**src/rtl/ycr_dmem_wb_bridge_pkg.sv**
```systemverilog
// rtl/ycr_dmem_wb_bridge_pkg.sv - memif encodings and bus widths shared by the dmem Wishbone bridge
`ifndef YCR_DMEM_AWIDTH
`define YCR_DMEM_AWIDTH 32
`endif
`ifndef YCR_DMEM_DWIDTH
`define YCR_DMEM_DWIDTH 32
`endif

package ycr_dmem_wb_bridge_pkg;

    typedef enum logic {
        YCR_MEM_CMD_RD = 1'b0,
        YCR_MEM_CMD_WR = 1'b1
    } type_ycr_mem_cmd_e;

    typedef enum logic [1:0] {
        YCR_MEM_WIDTH_BYTE  = 2'b00,
        YCR_MEM_WIDTH_HWORD = 2'b01,
        YCR_MEM_WIDTH_WORD  = 2'b10,
        YCR_MEM_WIDTH_ERROR = 2'b11
    } type_ycr_mem_width_e;

    typedef enum logic [1:0] {
        YCR_MEM_RESP_NOTRDY = 2'b00,
        YCR_MEM_RESP_RDY_OK = 2'b01,
        YCR_MEM_RESP_RDY_ER = 2'b10
    } type_ycr_mem_resp_e;

endpackage

```
**src/rtl/ycr_dmem_wb_lane.sv**
```systemverilog
// rtl/ycr_dmem_wb_lane.sv - byte-lane steering, read extraction and alignment check
module ycr_dmem_wb_lane
    import ycr_dmem_wb_bridge_pkg::*;
(
    input  logic [1:0]  width,
    input  logic [1:0]  off,
    input  logic [31:0] wdata,
    input  logic [31:0] bus_rdata,
    output logic [3:0]  sel,
    output logic [31:0] wdat,
    output logic [31:0] rdata,
    output logic        bad
);

    logic [31:0] shifted;

    assign shifted = bus_rdata >> {off, 3'b000};

    always_comb begin
        sel   = 4'b0000;
        wdat  = wdata;
        rdata = 32'h0;
        bad   = 1'b0;
        case (width)
            YCR_MEM_WIDTH_BYTE: begin
                sel   = 4'b0001 << off;
                wdat  = {4{wdata[7:0]}};
                rdata = {24'h0, shifted[7:0]};
            end
            YCR_MEM_WIDTH_HWORD: begin
                sel   = 4'b0011 << off;
                wdat  = {2{wdata[15:0]}};
                rdata = {16'h0, shifted[15:0]};
                bad   = off[0];
            end
            YCR_MEM_WIDTH_WORD: begin
                sel   = 4'hF;
                rdata = shifted;
                bad   = (off != 2'b00);
            end
            default: bad = 1'b1;
        endcase
    end

endmodule

```
**src/rtl/ycr_dmem_wb_bridge.sv**
```systemverilog
// rtl/ycr_dmem_wb_bridge.sv - dmem router port to single-beat classic Wishbone master
module ycr_dmem_wb_bridge
    import ycr_dmem_wb_bridge_pkg::*;
#(
    parameter int TIMEOUT_CYCLES = 255
) (
    input  logic                        clk,
    input  logic                        rst,
    output logic                        dmem_req_ack,
    input  logic                        dmem_req,
    input  logic                        dmem_cmd,
    input  logic [1:0]                  dmem_width,
    input  logic [`YCR_DMEM_AWIDTH-1:0] dmem_addr,
    input  logic [`YCR_DMEM_DWIDTH-1:0] dmem_wdata,
    output logic [`YCR_DMEM_DWIDTH-1:0] dmem_rdata,
    output logic [1:0]                  dmem_resp,
    output logic                        wbm_cyc_o,
    output logic                        wbm_stb_o,
    output logic                        wbm_we_o,
    output logic [31:0]                 wbm_adr_o,
    output logic [3:0]                  wbm_sel_o,
    output logic [31:0]                 wbm_dat_o,
    input  logic [31:0]                 wbm_dat_i,
    input  logic                        wbm_ack_i,
    input  logic                        wbm_err_i
);

    localparam int CW = $clog2(TIMEOUT_CYCLES + 1);

    typedef enum logic [1:0] {
        ST_IDLE,
        ST_BUS,
        ST_RESP
    } type_ycr_wbb_fsm_e;

    type_ycr_wbb_fsm_e state;
    logic [CW-1:0]     cnt;
    logic              req_cmd;
    logic [1:0]        req_width;
    logic [1:0]        req_off;

    logic [1:0]  lane_width;
    logic [1:0]  lane_off;
    logic [3:0]  lane_sel;
    logic [31:0] lane_wdat;
    logic [31:0] lane_rdata;
    logic        lane_bad;

    assign dmem_req_ack = ~rst & (state != ST_BUS);

    // Outside BUS the lane logic decodes the incoming request; inside BUS it
    // decodes the latched one so read data can be extracted on ack.
    assign lane_width = (state == ST_BUS) ? req_width : dmem_width;
    assign lane_off   = (state == ST_BUS) ? req_off   : dmem_addr[1:0];

    ycr_dmem_wb_lane u_lane (
        .width     (lane_width),
        .off       (lane_off),
        .wdata     (dmem_wdata),
        .bus_rdata (wbm_dat_i),
        .sel       (lane_sel),
        .wdat      (lane_wdat),
        .rdata     (lane_rdata),
        .bad       (lane_bad)
    );

    always_ff @(posedge clk) begin
        if (rst) begin
            state      <= ST_IDLE;
            cnt        <= '0;
            req_cmd    <= 1'b0;
            req_width  <= 2'b00;
            req_off    <= 2'b00;
            dmem_rdata <= '0;
            dmem_resp  <= YCR_MEM_RESP_NOTRDY;
            wbm_cyc_o  <= 1'b0;
            wbm_stb_o  <= 1'b0;
            wbm_we_o   <= 1'b0;
            wbm_adr_o  <= 32'h0;
            wbm_sel_o  <= 4'h0;
            wbm_dat_o  <= 32'h0;
        end else begin
            dmem_resp  <= YCR_MEM_RESP_NOTRDY;
            dmem_rdata <= '0;
            case (state)
                ST_BUS: begin
                    if (wbm_err_i || wbm_ack_i || (cnt == CW'(TIMEOUT_CYCLES - 1))) begin
                        wbm_cyc_o <= 1'b0;
                        wbm_stb_o <= 1'b0;
                        state     <= ST_RESP;
                        if (!wbm_err_i && wbm_ack_i) begin
                            dmem_resp <= YCR_MEM_RESP_RDY_OK;
                            if (req_cmd == YCR_MEM_CMD_RD)
                                dmem_rdata <= lane_rdata;
                        end else begin
                            dmem_resp <= YCR_MEM_RESP_RDY_ER;
                        end
                    end else begin
                        cnt <= cnt + CW'(1);
                    end
                end
                default: begin
                    if (dmem_req) begin
                        req_cmd   <= dmem_cmd;
                        req_width <= dmem_width;
                        req_off   <= dmem_addr[1:0];
                        if (lane_bad) begin
                            state     <= ST_RESP;
                            dmem_resp <= YCR_MEM_RESP_RDY_ER;
                        end else begin
                            state     <= ST_BUS;
                            cnt       <= '0;
                            wbm_cyc_o <= 1'b1;
                            wbm_stb_o <= 1'b1;
                            wbm_we_o  <= dmem_cmd;
                            wbm_adr_o <= {dmem_addr[31:2], 2'b00};
                            wbm_sel_o <= lane_sel;
                            wbm_dat_o <= lane_wdat;
                        end
                    end else begin
                        state <= ST_IDLE;
                    end
                end
            endcase
        end
    end

endmodule
```
**config.mk**
```make
export PLATFORM = sky130hd
export DESIGN_NAME = ycr_dmem_wb_bridge
export DESIGN_NICKNAME = d
export VERILOG_FILES = /design/src/rtl/ycr_dmem_wb_bridge_pkg.sv /design/src/rtl/ycr_dmem_wb_lane.sv /design/src/rtl/ycr_dmem_wb_bridge.sv
export SDC_FILE = /design/constraint.sdc
export NUM_CORES = 1
export LEC_CHECK = 0
export CAP_MARGIN = 20
export CORE_MARGIN = 5
export CORE_UTILIZATION = 43
export DETAILED_ROUTE_END_ITERATION = 8
export GPL_TIMING_DRIVEN = 1
export PLACE_DENSITY = 0.8
export SLEW_MARGIN = 20
export SYNTH_ARGS = -nofsm -noshare
export SYNTH_HDL_FRONTEND = slang
export SYNTH_SLANG_ARGS = --single-unit
```
**constraint.sdc**
```tcl
create_clock -name clk -period 2.45 [get_ports clk]
set_clock_uncertainty 0.05 [all_clocks]
set_input_delay 0.49 -clock clk [delete_from_list [all_inputs] [get_ports clk]]
set_output_delay 0.49 -clock clk [all_outputs]
set_load 0.02 [all_outputs]
```
==> impl_metrics.toml, run 1 <==
[setup_path]
slowest_stage = "mux2_2"
path_cells = "nand2b_1, buf_4, mux2_2, buf_12, nor2_1, and2_1"
worstReg2RegStart = "state[1]"
cp_max_fo = 25
cp.arrival_ns = 2.63
cpPeakStageDelay_ns = 0.46
ff2ff_path_depth = 6
required_ns = 2.74
cpLargestDelayFamily = "simple AND/OR/NAND/NOR gates"
crit_path_end_kind = "flip-flop"
crit_buf_inv = 2
cp-start-kind = "flip-flop"
reg2reg_to = "dmem_rdata[28]"
path_class = "reg -> reg"
rrSetupSlack_ns = 0.11
worst-path-stages = 6

[floorplanning]
row_count = 40
ioPinCount = 210
die_h_um = 119.2
initial_core_util_pct = 43.26
fp.dieW_um = 119.2
dieArea_um2 = 14220
coreArea_um2 = 11860

[cts]
clk_pin_slew_ns = 0.05
ctsResizeCount = 0
clock_path_buffers = 2
numCtsBuffers = 17
insertion_delay_ns = 0.41
cts_hold_buffers = 0
cts_tree = "yes"
cts_setup_buffers = 0
cts.sinks = 117
root_buffer = "clkbuf_16"
htree_num_levels = 4

[logic_synthesis]
ys_ff_latch = 117
synth_warnings = 0
syn_inst = 582
ys.flop_type = "dfxtp_1"
synthArstFlopShare_pct = 0
ys_seq_area_share_pct = 45.65
netlist_area_um2 = 5131
synth_edf_count = 0
yosysUniqueCellTypes = 46
synth.avg_cell_area_um2 = 8.816

[power]
sw_frac_of_total_pct = 27.22
p_int_mw = 4.194
power_mw = 5.763
leakage_nw = 2.917
p_sw_mw = 1.569
vdd.ir_drop.worst_uv = 402.6
clkPwrFrac_pct = 43.9
pwr-share-seq_pct = 35.9
power_frac_comb_pct = 20.2
p_per_area_nw_per_um2 = 721.5

[cells_and_area]
final_cell_mix = "clkdlybuf4s50_1 (206), dfxtp_1 (117), a21oi_1 (89), o21ai_0 (51), nand3_1 (50)"
final_nets = 886
nFillCells = 920
multi_input_comb_area_um2 = 2516
fin_util_pct = 67.34
seq_area_um2 = 2342
fin_area_um2 = 7988
diodes = 0
fin_cells = 940
drive_gt1_share_pct = 11.10
final_common_cell = "clkdlybuf4s50_1"
area_delta_synth_final_pct = 55.67

[drt]
drt-pass1-iter-count = 5
drt-initial-drc-count = 511
viasPerCell = 5.662
ant_nets = 0
vias = 5322
routedWlPerCell_um = 19.49
drt-total-wl_mm = 18.32
drc = 0

[grt]
grt_overflow = 0
antenna_found_initial = 0
grt_start_max_net_pins = 60
grt_use_total_pct = 25.39
grt_pass1_vias = 5221
grt_pass1_wl_mm = 28.76

[placed_design]
numPortBuffers = 207
dp_worst_setup_slack_ns = -0.2634
post_dp_cell_area_um2 = 7370
place_inst = 908
gp_congestion = 0.8785
dp_hpwl_mm = 13.08

[sta]
drv_slew = 0
period_needed_ns = 2.336
rsz0062_at_grt = "no"
worst_pin_slew_ns = 0.7170
max_freq_mhz = 428.1
setup_slack_ns = 0.1139
maxSlewHeadroom_pct = 51.88
setup_viol = 0
hold_ws_ns = 0.4251
setup-tns-final_ns = 0
hold_viol = 0
fin_crit_sh_pct = 95.35

[flow_run]
maxCapViolations = 0

[hold_path]
hold_path_depth = 3
min_path_type = "in -> reg"
hp-start = "rst"
hold_end = "dmem_resp[0]"

[status]
outcome = "complete, no violations"
worst max path at each step:
stage / start / to / slack (ns)
after detailed placement: dmem_width[0] / wbm_dat_o[14] / -0.26
after floorplan: state[1] / dmem_rdata[10] / 0.59
after CTS: state[1] / wbm_dat_o[14] / 0.02
after global placement: dmem_width[1] / wbm_dat_o[18] / -0.14
after global routing: state[1] / dmem_rdata[28] / 0.0008
final: state[1] / dmem_rdata[28] / 0.11
state kept, by name (all words and copies together), names as in the netlist:
name        flops
wbm_adr_o      30
req_cmd         1
dmem_rdata     32
wbm_stb_o       1
cnt             8
dmem_resp       2
state           2
wbm_sel_o       4
wbm_we_o        1
wbm_dat_o      32
req_width       2
req_off         2
cell families (layout without fill, tap and decap cells):
group	Yosys count	count (layout)	share of synthesized area, %
compound gates	217	217	26.60
simple gates	153	153	14.31
flops	117	117	45.65
buf+inv	57	267	5.560
mux	35	35	7.315
fa+ha+maj	2	2	0.4876
other cells	1	2	0.07308
power by group through the flow:
| stage | registers [mW] | logic (mW) | clock network [mW] |
|---|---|---|---|
| 6_report | 2.07 | 1.16 | 2.53 |
| 5_1_grt | 2.08 | 1.24 | 2.66 |
| 4_1_cts | 2.07 | 1.15 | 2.55 |
| 3_5_place_dp | 2.11 | 1.14 | 0 |
| 3_3_place_gp | 2.10 | 1.12 | 0 |
| 2_1_floorplan | 2.21 | 0.506 | 0 |
layout make-up:
cell class	count	area share, %
Timing Repair Buffer	233	29.15
Clock buffer	20	5.717
Inverter	2	0.09398
Multi-Input combinational cell	409	31.50
Clock inverter	12	1.911
Tap cell	147	2.303
Sequential cell	117	29.32
synthesized netlist by cell type (4+ instances only):
library cell / count / area, um^2
a2111oi_2: 8 / 120.1
dfxtp_1: 117 / 2342
a31o_2: 7 / 61.31
nor2_1: 22 / 82.58
nand3_1: 50 / 250.2
mux2i_1: 30 / 300.3
a211oi_1: 35 / 262.8
nand2_1: 46 / 172.7
a21oi_1: 89 / 445.4
a2bb2oi_1: 8 / 70.07
buf_2: 11 / 55.05
o21ai_1: 4 / 20.02
nor2b_1: 9 / 56.30
buf_6: 4 / 45.04
clkbuf_1: 32 / 120.1
and2_1: 10 / 62.56
o21ai_0: 51 / 255.2
buf_4: 7 / 52.55
nor3_1: 4 / 20.02
layer usage:
metal  global-route usage [%]  vias to the layer above  part of all wire [%]
li1                         -                     2515                     -
met1                    31.98                     2527                    42
met2                    41.86                      249                    48
met3                    6.743                       31                   7.9
met4                    8.979                        0                   1.9
met5                        0                        -                     0
tightest hold or removal path: cells and delay by family:
family / cells / cell delay (ns)
buf+inv: 1 / 0.13
simple gates: 2 / 0.21
No activity file was read; power rests on OpenSTA's default activity.
==> run 2, diff against run 1 <==
--- a/config.mk
+++ b/config.mk
@@ -6,7 +6,7 @@
 export NUM_CORES = 1
 export LEC_CHECK = 0
 export CAP_MARGIN = 20
-export CORE_MARGIN = 5
+export CORE_MARGIN = 2
 export CORE_UTILIZATION = 43
 export DETAILED_ROUTE_END_ITERATION = 8
 export GPL_TIMING_DRIVEN = 1
==> run 2 against run 1 <==
Against the previous run:
- the flow now finishes with violations (design-rule violations)
- critical path depth grew 1
- routed wire length shrank 3.6%
- final cell count down 0.43%
- count of clock-buffer cells in the layout up 2
- non-clock buffer count grew 1
- power increased by 0.91%
- die area down 9.8%
- clock power up 2%
- sequential power about the same
- first-iteration DRC count rose by 16%
- setup slack gained 0.21 ns
- flip-flop and latch count stayed put
==> impl_metrics.toml, run 2 (synthesized netlist as in run 1, its figures left out) <==
[floorplanning]
ioPinCount = 210
dieArea_um2 = 12820
die_h_um = 113.2
initial_core_util_pct = 44.56
coreArea_um2 = 11520
row_count = 39
fp.dieW_um = 113.2

[power]
leakage_nw = 2.937
p_per_area_nw_per_um2 = 727.2
vdd.ir_drop.worst_uv = 448.5

[drt]
drt-total-wl_mm = 17.67
drc = 18
viasPerCell = 5.761
drt-initial-drc-count = 592
routedWlPerCell_um = 18.88
vias = 5392
drt-pass1-iter-count = 7
ant_nets = 0

[sta]
fin_crit_sh_pct = 86.68
maxSlewHeadroom_pct = 53.53
worst_pin_slew_ns = 0.6924
setup_viol = 0
max_freq_mhz = 470.9
rsz0062_at_grt = "no"
drv_slew = 0
setup_slack_ns = 0.3263
hold_viol = 0
setup-tns-final_ns = 0
period_needed_ns = 2.124

[grt]
grt_pass1_vias = 5143
grt_overflow = 0
grt_start_max_net_pins = 49
grt_use_total_pct = 27.21
antenna_found_initial = 0
grt_pass1_wl_mm = 27.50

[setup_path]
cp_max_fo = 47
worstReg2RegStart = "state[1]"
cp-start-kind = "flip-flop"
path_class = "reg -> reg"
crit_path_end_kind = "flip-flop"
cp.arrival_ns = 2.37
setup.worst_path.start = "state[1]"
required_ns = 2.70

[cts]
clk_pin_slew_ns = 0.05
cts_hold_buffers = 0
clock_path_buffers = 2
cts_tree = "yes"
root_buffer = "clkbuf_16"
cts.sinks = 117
cts_setup_buffers = 0
numCtsBuffers = 17
ctsResizeCount = 0
insertion_delay_ns = 0.41
htree_num_levels = 4

[placed_design]
dp_worst_setup_slack_ns = 0.03007
dp_hpwl_mm = 12.40
gp_congestion = 0.8385
numPortBuffers = 207

[hold_path]
min_path_type = "reg -> reg"
hp-start = "wbm_dat_o[3]"

[cells_and_area]
drive_gt1_share_pct = 10.72
final_cell_mix = "clkdlybuf4s50_1 (206), dfxtp_1 (117), a21oi_1 (89), o21ai_0 (51), nand3_1 (50)"
top_regs = "dmem_rdata: 32 flops, wbm_dat_o: 32 flops, wbm_adr_o: 30 flops"
diodes = 0
final_nets = 887
area_delta_synth_final_pct = 55.86
final_common_cell = "clkdlybuf4s50_1"

[status]
violations = "design-rule violations"
outcome = "finished, violations left"

[flow_run]
maxCapViolations = 0
## run 2: cell count changes in the layout (fill, tap and decap cells not counted), sizes merged
cell,previous run,this run
clkinvlp,4,1
clkbuf,20,22
inv,3,2
bufinv,3,4
buf,27,28
## run 2: worst paths after layout
kind | end | slack (ns) | depth (start not counted)
min | wbm_dat_o[3] | 0.42 | 2
max | wbm_dat_o[27] | 0.33 | 7
min reg2reg | wbm_dat_o[3] | 0.42 | 2
max reg2reg | wbm_dat_o[27] | 0.33 | 7
## run 2: power breakdown
| part | internal, mW | leakage, nW | switching (mW) |
|---|---|---|---|
| sequential | 2.01 | 0.953 | 0.0628 |
| combinational | 0.548 | 1.68 | 0.617 |
| clock | 1.74 | 0.300 | 0.836 |
## run 2: through the flow
stage	std cells	power, mW	hold slack, ns	instance area [um^2]	util [%]
6_report	936	5.816	0.4248	7998	69.45
2_1_floorplan	583	2.714	0.3978	5135	-
4_1_cts	936	5.832	0.4244	7998	69.45
3_5_place_dp	905	3.253	0.4174	7382	64.10
3_3_place_gp	905	3.231	0.4111	7382	64.10
5_1_grt	936	6.011	0.4487	7998	69.45
## run 2: worst max-delay path, stage by stage, from the launching register on
cell       delay, ns
dfxtp_1         0.34
nand2b_1        0.23
buf_4           0.22
mux2i_1         0.35
o22a_2          0.29
buf_12          0.24
a2111oi_2       0.07
a31o_2          0.22
## run 2: layout make-up
| type | count | area [um^2] |
|---|---|---|
| Inverter | 2 | 7.507 |
| Clock inverter | 9 | 151.4 |
| Clock buffer | 22 | 464.2 |
| Fill cell | 888 | 3518 |
| Sequential cell | 117 | 2342 |
| Tap cell | 143 | 178.9 |
| Multi-Input combinational cell | 409 | 2509 |
| Timing Repair Buffer | 234 | 2345 |
## run 2: metal layers
metal	up-vias	wire length, um	GRT usage [%]	share of wire (%)
met5	-	0	0	0
met4	0	430	8.943	2.4
met3	33	1472	6.642	8.3
met2	257	8412	44.23	48
met1	2586	7353	35.63	42
li1	2516	-	-	-
==> run 3, diff against run 2 <==
--- a/config.mk
+++ b/config.mk
@@ -7,10 +7,10 @@
 export LEC_CHECK = 0
 export CAP_MARGIN = 20
 export CORE_MARGIN = 2
-export CORE_UTILIZATION = 43
+export CORE_UTILIZATION = 35
 export DETAILED_ROUTE_END_ITERATION = 8
 export GPL_TIMING_DRIVEN = 1
-export PLACE_DENSITY = 0.8
+export PLACE_DENSITY = 0.67
 export SLEW_MARGIN = 20
 export SYNTH_ARGS = -nofsm -noshare
 export SYNTH_HDL_FRONTEND = slang
==> run 3 against run 2 <==
Against the previous run:
- global-route usage is 4.7 points lower
- the run now ends clean
- setup slack worse by 0.16 ns
- die area is 22% higher
- cell area is 1.1% higher
- critical path depth is 4 lower
- count of clock-buffer cells in the layout is 2 higher
- via count is 2.5% lower
- power is 0.30% lower
- flip-flop and latch count stayed put
- highest routed layer unchanged
- final cell count is 5.0% higher
- combinational power hardly changed
- hold slack worse by 0.0010 ns
==> impl_metrics.toml, run 3 (synthesized netlist as in run 1, its figures left out) <==
[status]
outcome = "complete, no violations"

[cells_and_area]
final_cell_mix = "clkdlybuf4s50_1 (206), dfxtp_1 (117), a21oi_1 (89), o21ai_0 (51), nand3_1 (50)"
nFillCells = 1300
top_regs = "dmem_rdata: 32 flops, wbm_dat_o: 32 flops, wbm_adr_o: 30 flops"
drive_gt1_share_pct = 11.51
area_delta_synth_final_pct = 57.60
diodes = 0
final_common_cell = "clkdlybuf4s50_1"
final_nets = 892
fin_util_pct = 56.06

[cts]
insertion_delay_ns = 0.42
numCtsBuffers = 17
cts.sinks = 117
htree_num_levels = 4
clock_path_buffers = 2
root_buffer = "clkbuf_16"
cts_hold_buffers = 0
clk_pin_slew_ns = 0.05
cts_tree = "yes"

[floorplanning]
coreArea_um2 = 14420
fp.dieW_um = 125.1
ioPinCount = 210
initial_core_util_pct = 35.57
row_count = 44
dieArea_um2 = 15650
die_h_um = 125.1

[power]
p_sw_mw = 1.534
leakage_nw = 2.961
power_frac_comb_pct = 20.3
p_per_area_nw_per_um2 = 717.0
p_int_mw = 4.264
sw_frac_of_total_pct = 26.45
clkPwrFrac_pct = 44.1
power_mw = 5.798
pwr-share-seq_pct = 35.7
vdd.ir_drop.worst_uv = 527.8

[sta]
setup_slack_ns = 0.1675
worst_pin_slew_ns = 0.7003
hold_ws_ns = 0.4238
rsz0062_at_grt = "no"
hold_viol = 0
period_needed_ns = 2.283
fin_crit_sh_pct = 93.16
maxSlewHeadroom_pct = 53.00
setup_viol = 0
drv_slew = 0
max_freq_mhz = 438.1
setup-tns-final_ns = 0

[setup_path]
crit_path_end_kind = "output pin"
path_cells = "nor2b_1, nor2_1, clkdlybuf4s50_1"
cp-start-kind = "flip-flop"
cpPeakStageDelay_ns = 0.55
required_ns = 1.91
slowest_stage = "clkdlybuf4s50_1"
cp.arrival_ns = 1.74
path_class = "reg -> out"
cp_max_fo = 5

[drt]
drt-initial-drc-count = 402
routedWlPerCell_um = 17.98
viasPerCell = 5.350
drc = 0
drt-total-wl_mm = 17.67
ant_nets = 0
vias = 5259
drt-pass1-iter-count = 5

[placed_design]
gp_congestion = 0.8717
dp_hpwl_mm = 12.83
numPortBuffers = 207
dp_worst_setup_slack_ns = -0.09481

[grt]
grt_pass1_wl_mm = 27.99
grt_start_max_net_pins = 60
antenna_found_initial = 0
grt_use_total_pct = 22.46
grt_pass1_vias = 5094
grt_overflow = 0

[flow_run]
maxCapViolations = 0

[hold_path]
min_path_type = "reg -> reg"
## run 3: changes by cell type in the layout (fill, tap and decap cells not counted), sizes merged
cell / change
bufinv: -1
buf: +5
clkbuf: +2
## run 3: final timing paths
| path | start | end | slack [ns] | cells past startpoint |
|---|---|---|---|---|
| worst min-delay path | wbm_we_o | wbm_we_o | 0.42 | 2 |
| worst min register to register | wbm_we_o | wbm_we_o | 0.42 | 2 |
| worst max register to register | state[1] | dmem_rdata[9] | 0.19 | 8 |
| worst max-delay path | state[0] | dmem_req_ack | 0.17 | 3 |
## run 3: worst max-delay path: cells and delay by family (launching register included)
family / cells / cell delay, ns
AND/OR/NAND/NOR: 2 / 0.44
flip-flops: 1 / 0.34
buffers and inverters: 1 / 0.55
## run 3: area by class of cell
| cell class | instances | area (um^2) | share of cell area [%] |
|---|---|---|---|
| clock buffers | 24 | 491.7 | 6.081 |
| clock inverters | 8 | 121.4 | 1.501 |
| inverters | 2 | 7.507 | 0.09284 |
| multi-input cells | 409 | 2511 | 31.05 |
| flip-flops and latches | 117 | 2342 | 28.96 |
| well taps | 184 | 230.2 | 2.847 |
| repair buffers | 239 | 2382 | 29.46 |
## run 3: metal layers
| layer | global-route usage, % | vias up | share of wire, % |
|---|---|---|---|
| li1 | - | 2522 | - |
| met1 | 30.09 | 2489 | 45 |
| met2 | 35.42 | 222 | 47 |
| met3 | 6.076 | 26 | 6.3 |
| met4 | 7.059 | 0 | 2.0 |
| met5 | 0 | - | 0 |
## run 3: power groups by stage
stage                     Sequential, mW  Combinational (mW)  Clock [mW]
after CTS                           2.07                1.17        2.59
final                               2.07                1.18        2.55
after floorplan                     2.21               0.506           0
after global placement              2.10                1.15           0
after global routing                2.08                1.25        2.70
after detailed placement            2.11                1.17           0
## run 3: stage by stage
step / std cells / cell area [um^2]
after floorplan: 583 / 5135
after global placement: 951 / 7471
after detailed placement: 951 / 7471
after CTS: 983 / 8084
after global routing: 983 / 8087
final: 983 / 8087
## run 3: timing repair
action                                  4_1_cts  5_1_grt
endpoints found under the hold margin         0        0
endpoints found under the setup margin        0        8
setup buffers                                 0        0
gates resized for setup                       0        1
